File: src/rtl/fsl_block_accel_if.sv
// FSL slave/master channel bundle for fsl_block_accel.
// The slave modport is the accelerator's view: it pops the slave FIFO and
// pushes the master FIFO. The master modport is the surrounding system.
interface fsl_block_accel_if #(
  parameter int C_DWIDTH = 32
);
  logic                FSL_S_Read;
  logic [0:C_DWIDTH-1] FSL_S_Data;
  logic                FSL_S_Control;
  logic                FSL_S_Exists;
  logic                FSL_M_Write;
  logic [0:C_DWIDTH-1] FSL_M_Data;
  logic                FSL_M_Control;
  logic                FSL_M_Full;

  modport slave (
    output FSL_S_Read,
    input  FSL_S_Data,
    input  FSL_S_Control,
    input  FSL_S_Exists,
    output FSL_M_Write,
    output FSL_M_Data,
    output FSL_M_Control,
    input  FSL_M_Full
  );

  modport master (
    input  FSL_S_Read,
    output FSL_S_Data,
    output FSL_S_Control,
    output FSL_S_Exists,
    input  FSL_M_Write,
    input  FSL_M_Data,
    input  FSL_M_Control,
    output FSL_M_Full
  );
endinterface

File: src/rtl/fsl_block_accel.sv
// Block XOR accelerator on FSL. Collects C_BLOCK_WORDS data words, XORs each
// with the key word at the same position, then streams the block back out.
// Control words on the slave side load the key table round-robin.
// Optional feature: define FSL_BLOCK_ACCEL_CHAIN_EN to also XOR each word with
// the previous output block (chaining); any key write restarts the chain.
module fsl_block_accel #(
  parameter int C_DWIDTH      = 32,
  parameter int C_BLOCK_WORDS = 4
) (
  input  logic              FSL_Clk,
  input  logic              FSL_Rst,
  output logic              FSL_S_Clk,
  output logic              FSL_M_Clk,
  fsl_block_accel_if.slave  bus
);
  localparam int IW = (C_BLOCK_WORDS > 1) ? $clog2(C_BLOCK_WORDS) : 1;
  localparam logic [IW-1:0] LAST = IW'(C_BLOCK_WORDS - 1);

  typedef enum logic {COLLECT = 1'b0, EMIT = 1'b1} state_t;

  state_t              state_q, state_d;
  logic [IW-1:0]       widx, ridx, kidx;
  logic [0:C_DWIDTH-1] key     [C_BLOCK_WORDS];
  logic [0:C_DWIDTH-1] blk_buf [C_BLOCK_WORDS];
  logic [0:C_DWIDTH-1] enc_word;
  logic                s_read, m_write, m_control;
  logic [0:C_DWIDTH-1] m_data;
  logic                key_wr, data_wr, last_out;

  assign FSL_S_Clk = FSL_Clk;
  assign FSL_M_Clk = FSL_Clk;

  assign key_wr   = s_read && bus.FSL_S_Control;
  assign data_wr  = s_read && !bus.FSL_S_Control;
  assign last_out = m_write && (ridx == LAST);

`ifdef FSL_BLOCK_ACCEL_CHAIN_EN
  logic [0:C_DWIDTH-1] chain [C_BLOCK_WORDS];

  assign enc_word = bus.FSL_S_Data ^ key[widx] ^ chain[widx];

  // Chain register: cleared by any key write, reloaded with the finished block.
  always_ff @(posedge FSL_Clk) begin
    if (FSL_Rst || key_wr) begin
      for (int i = 0; i < C_BLOCK_WORDS; i++) chain[i] <= '0;
    end else if (last_out) begin
      for (int i = 0; i < C_BLOCK_WORDS; i++) chain[i] <= blk_buf[i];
    end
  end
`else
  assign enc_word = bus.FSL_S_Data ^ key[widx];
`endif

  // State register.
  always_ff @(posedge FSL_Clk) begin
    if (FSL_Rst) state_q <= COLLECT;
    else         state_q <= state_d;
  end

  // Next state: leave COLLECT on the last data word, leave EMIT on the last write.
  always_comb begin
    state_d = state_q;
    case (state_q)
      COLLECT: if (data_wr && (widx == LAST)) state_d = EMIT;
      EMIT:    if (last_out)                  state_d = COLLECT;
      default: state_d = COLLECT;
    endcase
  end

  // Handshake outputs; reset forces every strobe low in the same cycle.
  always_comb begin
    s_read    = 1'b0;
    m_write   = 1'b0;
    m_control = 1'b0;
    m_data    = blk_buf[ridx];
    if (!FSL_Rst) begin
      if (state_q == COLLECT) begin
        s_read = bus.FSL_S_Exists;
      end else begin
        m_write   = !bus.FSL_M_Full;
        m_control = (ridx == LAST);
      end
    end
  end

  assign bus.FSL_S_Read    = s_read;
  assign bus.FSL_M_Write   = m_write;
  assign bus.FSL_M_Data    = m_data;
  assign bus.FSL_M_Control = m_control;

  // Key table, block buffer and the three position counters.
  always_ff @(posedge FSL_Clk) begin
    if (FSL_Rst) begin
      widx <= '0;
      ridx <= '0;
      kidx <= '0;
      for (int i = 0; i < C_BLOCK_WORDS; i++) begin
        key[i]     <= '0;
        blk_buf[i] <= '0;
      end
    end else begin
      if (key_wr) begin
        key[kidx] <= bus.FSL_S_Data;
        kidx      <= kidx + IW'(1);
      end
      if (data_wr) begin
        blk_buf[widx] <= enc_word;
        widx          <= widx + IW'(1);
      end
      if (m_write) ridx <= ridx + IW'(1);
    end
  end
endmodule

File: src/flat_wrapper.sv
// flat-port wrapper written by rule: the top's interface ports become plain ports
module fsl_block_accel_flat 
#(
  parameter int C_DWIDTH      = 32,
  parameter int C_BLOCK_WORDS = 4
)
  (FSL_Clk, FSL_Rst, FSL_S_Clk, FSL_M_Clk, bus_FSL_S_Read, bus_FSL_S_Data, bus_FSL_S_Control, bus_FSL_S_Exists, bus_FSL_M_Write, bus_FSL_M_Data, bus_FSL_M_Control, bus_FSL_M_Full);
  fsl_block_accel_if #(.C_DWIDTH(C_DWIDTH)) bus_i ();
  input  logic FSL_Clk;
  input  logic FSL_Rst;
  output logic FSL_S_Clk;
  output logic FSL_M_Clk;
  output wire logic [$bits(bus_i.FSL_S_Read)-1:0] bus_FSL_S_Read;
  input wire logic [$bits(bus_i.FSL_S_Data)-1:0] bus_FSL_S_Data;
  input wire logic [$bits(bus_i.FSL_S_Control)-1:0] bus_FSL_S_Control;
  input wire logic [$bits(bus_i.FSL_S_Exists)-1:0] bus_FSL_S_Exists;
  output wire logic [$bits(bus_i.FSL_M_Write)-1:0] bus_FSL_M_Write;
  output wire logic [$bits(bus_i.FSL_M_Data)-1:0] bus_FSL_M_Data;
  output wire logic [$bits(bus_i.FSL_M_Control)-1:0] bus_FSL_M_Control;
  input wire logic [$bits(bus_i.FSL_M_Full)-1:0] bus_FSL_M_Full;
  assign bus_FSL_S_Read = bus_i.FSL_S_Read;
  assign bus_i.FSL_S_Data = bus_FSL_S_Data;
  assign bus_i.FSL_S_Control = bus_FSL_S_Control;
  assign bus_i.FSL_S_Exists = bus_FSL_S_Exists;
  assign bus_FSL_M_Write = bus_i.FSL_M_Write;
  assign bus_FSL_M_Data = bus_i.FSL_M_Data;
  assign bus_FSL_M_Control = bus_i.FSL_M_Control;
  assign bus_i.FSL_M_Full = bus_FSL_M_Full;
  fsl_block_accel #(.C_DWIDTH(C_DWIDTH), .C_BLOCK_WORDS(C_BLOCK_WORDS)) u_core (.FSL_Clk(FSL_Clk), .FSL_Rst(FSL_Rst), .FSL_S_Clk(FSL_S_Clk), .FSL_M_Clk(FSL_M_Clk), .bus(bus_i));
endmodule
File: config.mk
export PLATFORM = sky130hd
export DESIGN_NAME = fsl_block_accel_flat
export DESIGN_NICKNAME = d
export VERILOG_FILES = /design/src/rtl/fsl_block_accel_if.sv /design/src/rtl/fsl_block_accel.sv /design/src/flat_wrapper.sv
export SDC_FILE = /design/constraint.sdc
export NUM_CORES = 1
export LEC_CHECK = 0
export CAP_MARGIN = 20
export CORE_MARGIN = 1.5
export CORE_UTILIZATION = 39
export DETAILED_ROUTE_END_ITERATION = 8
export HOLD_SLACK_MARGIN = 0.12
export SKIP_LAST_GASP = 1
export SLEW_MARGIN = 10
export SYNTH_ARGS = -nofsm -noshare
export SYNTH_HDL_FRONTEND = slang
export SYNTH_SLANG_ARGS = --single-unit
File: constraint.sdc
create_clock -name FSL_Clk -period 3.95 [get_ports FSL_Clk]
set_input_delay 0.79 -clock FSL_Clk [delete_from_list [all_inputs] [get_ports FSL_Clk]]
set_output_delay 0.79 -clock FSL_Clk [all_outputs]
set_load 0.05 [all_outputs]
==> summary.md <==
| Metric | Value |
|---|---|
| # IOs | `74` |
| Routability cong. | `0.737` |
| Worst min path class | `register to register` |
| Seq/Total Area, Yosys | `69.2%` |
| Final Setup Violations | `0` |
| R2r worst-path depth | `4` |
| Die width | `174 µm` |
| Total power | `6.76 mW` |
| Clk Latency, worst-skew pair | `0.64 ns` |
| Starting DRT DRC Count | `324` |
| Dpl hpwl | `14.4 mm` |
| Area growth, synth to finish | `19.0%` |
| Fillers | `2409` |
| Number of global-route vias before repair | `6547` |
| Status | `completed` |
| Critical-path top delay cell | `clkdlybuf4s50_1` |
| Relative slew slack | `39.0%` |
| R2R Path End | `u_core.blk_buf[0][30]$_SDFFCE_PN0P_` |
| CTS resizes | `0` |
| Yosys warning count | `0` |
| Die Y | `174 µm` |
| Hold Crit Start | `u_core.kidx[1]$_SDFFE_PP0P_` |
| Switching Share | `22.1%` |
| ANT nets after route | `0` |
| Grt ovf | `0` |
| Layout cells sized above 1 | `17.3%` |
| Top-area cell type share of the netlist area | `67.3%` |
| Post-synth top flop | `edfxtp_1` |
| CTS tree | `built` |
| Core Area | `28800 µm²` |
| Hold Path Cell Cnt | `1` |
| Initial antenna violation count | `1` |
| Max cap viols | `0` |
| Slowest stage delay, CP | `0.69 ns` |
| Sequential power share | `48.5%` |
| Largest cells by area after synthesis | `edfxtp_1 67%, mux4_2 13%, and2_1 7.0%` |
| Final wirelength | `23.9 mm` |
| Die area | `30300 µm²` |
| DR vias/cell | `4.98` |
| Drt wl/cell | `20.0 µm` |
| Top cells by count, synth | `256 x edfxtp_1, 132 x nor2_1, 128 x and2_1, 64 x mux4_2, 34 x xnor2_1` |
| Via count | `5928` |
| First-pass GRT wire length | `37.3 mm` |
| P_leak | `4.79 nW` |
| DRC | `0` |
| Final core occ | `47.3%` |
| Largest area contributor in the netlist | `edfxtp_1` |
| Slew of the pin with the lowest slew margin | `0.915 ns` |
| Avg Cell Area, Syn | `16.1 µm²` |
| Crit path required time | `3.16 ns` |
| Reg2Reg Setup Slack | `1.45 ns` |
| CTS Hold Buffers Added | `0` |
| Cell row count | `62` |
| CP Cell Sequence | `clkbuf_16 > clkbuf_16 > clkdlybuf4s50_1` |
| Initial Util | `39.7%` |
| Max FO, Critical Path | `2` |
| Worst setup path start | `FSL_Clk` |
| Setup_tns | `0 ns` |
| Setup crit end kind | `primary output` |
| EDFF count, synth | `256` |
| CP Class | `clock port to primary output` |
| FFs w/ async S/R, synth | `0%` |
| Pint | `5.26 mW` |
| Mapped Cells | `708` |
| RSZ-0062 raised after global routing | `false` |
| Reg clk slew, reported paths | `0.07 ns` |
| Worst Skew | `0.0141 ns` |
| Crit path launch type | `clock port` |
| Worst ir drop on vdd | `0.000734 V` |
| Final Max Slew Viols | `0` |
| Post-CTS setup buffers | `0` |
| Final Hold Vio Count | `0` |
| NetSw | `1.49 mW` |
| DRT Pass-1 Iters | `5` |
| Most frequent CP cell | `clkbuf_16` |
| Synthesized area | `11400 µm²` |
| Clock share of power | `43.9%` |
| Syn Nets | `747` |
| Port-buffer cells | `73` |
| Comb pwr share | `7.6%` |
| Library cells used by synthesis | `30` |
| Fin nets | `826` |
| Power per standard cell area | `497 nW/µm²` |
| Crit path to | `FSL_M_Clk` |
| All-layer global routing usage | `16.3%` |
| CP top delay family | `buffers and inverters` |
| Crit path buf inv count | `3` |
| Most common cell in the netlist | `edfxtp_1` |
| Worst path depth | `3` |
| Pin count of the biggest net entering global routing | `34` |
| Yosys reg bits | `267` |
| Worst EP arrival | `2.92 ns` |
## placed cells by master, fill, tap and decap left out, types with 3 or more instances in the layout
| cell type | n |
|---|---|
| edfxtp_1 | 256 |
| nor2_1 | 132 |
| and2_1 | 128 |
| clkdlybuf4s50_1 | 73 |
| mux4_2 | 64 |
| xnor2_1 | 34 |
| clkbuf_16 | 31 |
| buf_4 | 19 |
| dfxtp_1 | 8 |
| clkinv_2 | 7 |
| bufinv_16 | 6 |
| a21oi_1 | 5 |
| nand2_1 | 4 |
| clkinv_1 | 4 |
| nand2b_1 | 3 |
| or2_2 | 3 |
| dfxtp_2 | 3 |
## area by class of cell
cell class	instances	area, µm²	share of cell area, %
inverters	2	7.51	0.0552
well taps	384	480	3.53
clock buffers	35	803	5.90
repair buffers	91	873	6.42
multi-input cells	393	3300	24.2
diodes	1	2.50	0.0184
clock inverters	17	230	1.69
flip-flops and latches	267	7910	58.1
## registers in the layout, indices dropped and copies added (netlist names), named ones only
signal,cells
u_core.blk_buf,128
u_core.ridx,2
u_core.kidx,2
u_core.key,128
u_core.widx,2
u_core.state_q,1
## routing by layer
layer  track usage, %  wire [µm]  vias up
met3             2.82       1050       29
met2             29.3      12600      127
met4             5.17        359        0
met5                0          0        -
li1                 -          -     2741
met1             19.8       9820     3031
## worst min path at each step
stage                                        endpoint
after global routing      u_core.kidx[1]$_SDFFE_PP0P_
final                     u_core.kidx[1]$_SDFFE_PP0P_
after global placement    u_core.kidx[1]$_SDFFE_PP0P_
after floorplan           u_core.kidx[1]$_SDFFE_PP0P_
after detailed placement  u_core.kidx[1]$_SDFFE_PP0P_
after CTS                 u_core.kidx[1]$_SDFFE_PP0P_
## cells by family after synthesis
family | count (synthesis) | synth area share [%]
AOI/OAI and AO/OA | 9 | 0.471
xor gates and xnor gates | 34 | 2.61
adders and majority gates | 2 | 0.219
buffers and inverters | 48 | 2.15
DFF | 267 | 69.2
muxes | 65 | 12.7
and+or+nand+nor | 283 | 12.7
## worst reg2reg max path, stage by stage (launching register included)
cell,delay [ns]
dfxtp_2,0.61
buf_4,0.36
mux4_2,0.55
xnor2_1,0.56
nor2_1,0.14
## per-stage QoR
stage	setup slack, ns	hold slack (ns)	std cells	cell area [µm²]
floorplan	0.571	0.450	708	11400
global placement	0.513	0.492	1139	12600
detailed placement	0.513	0.512	1139	12600
CTS	0.229	0.528	1189	13600
global route	0.180	0.542	1189	13600
finish	0.241	0.529	1190	13600
## power by group through the flow
stage	Sequential, mW	Clock (mW)	Combinational [mW]
6_report	3.28	2.96	0.514
5_1_grt	3.29	3.13	0.550
3_5_place_dp	3.34	0.117	0.519
3_3_place_gp	3.33	0.117	0.511
4_1_cts	3.28	3.01	0.521
2_1_floorplan	3.32	0.109	0.323
Note: power is estimated with default switching activity, not from simulation.
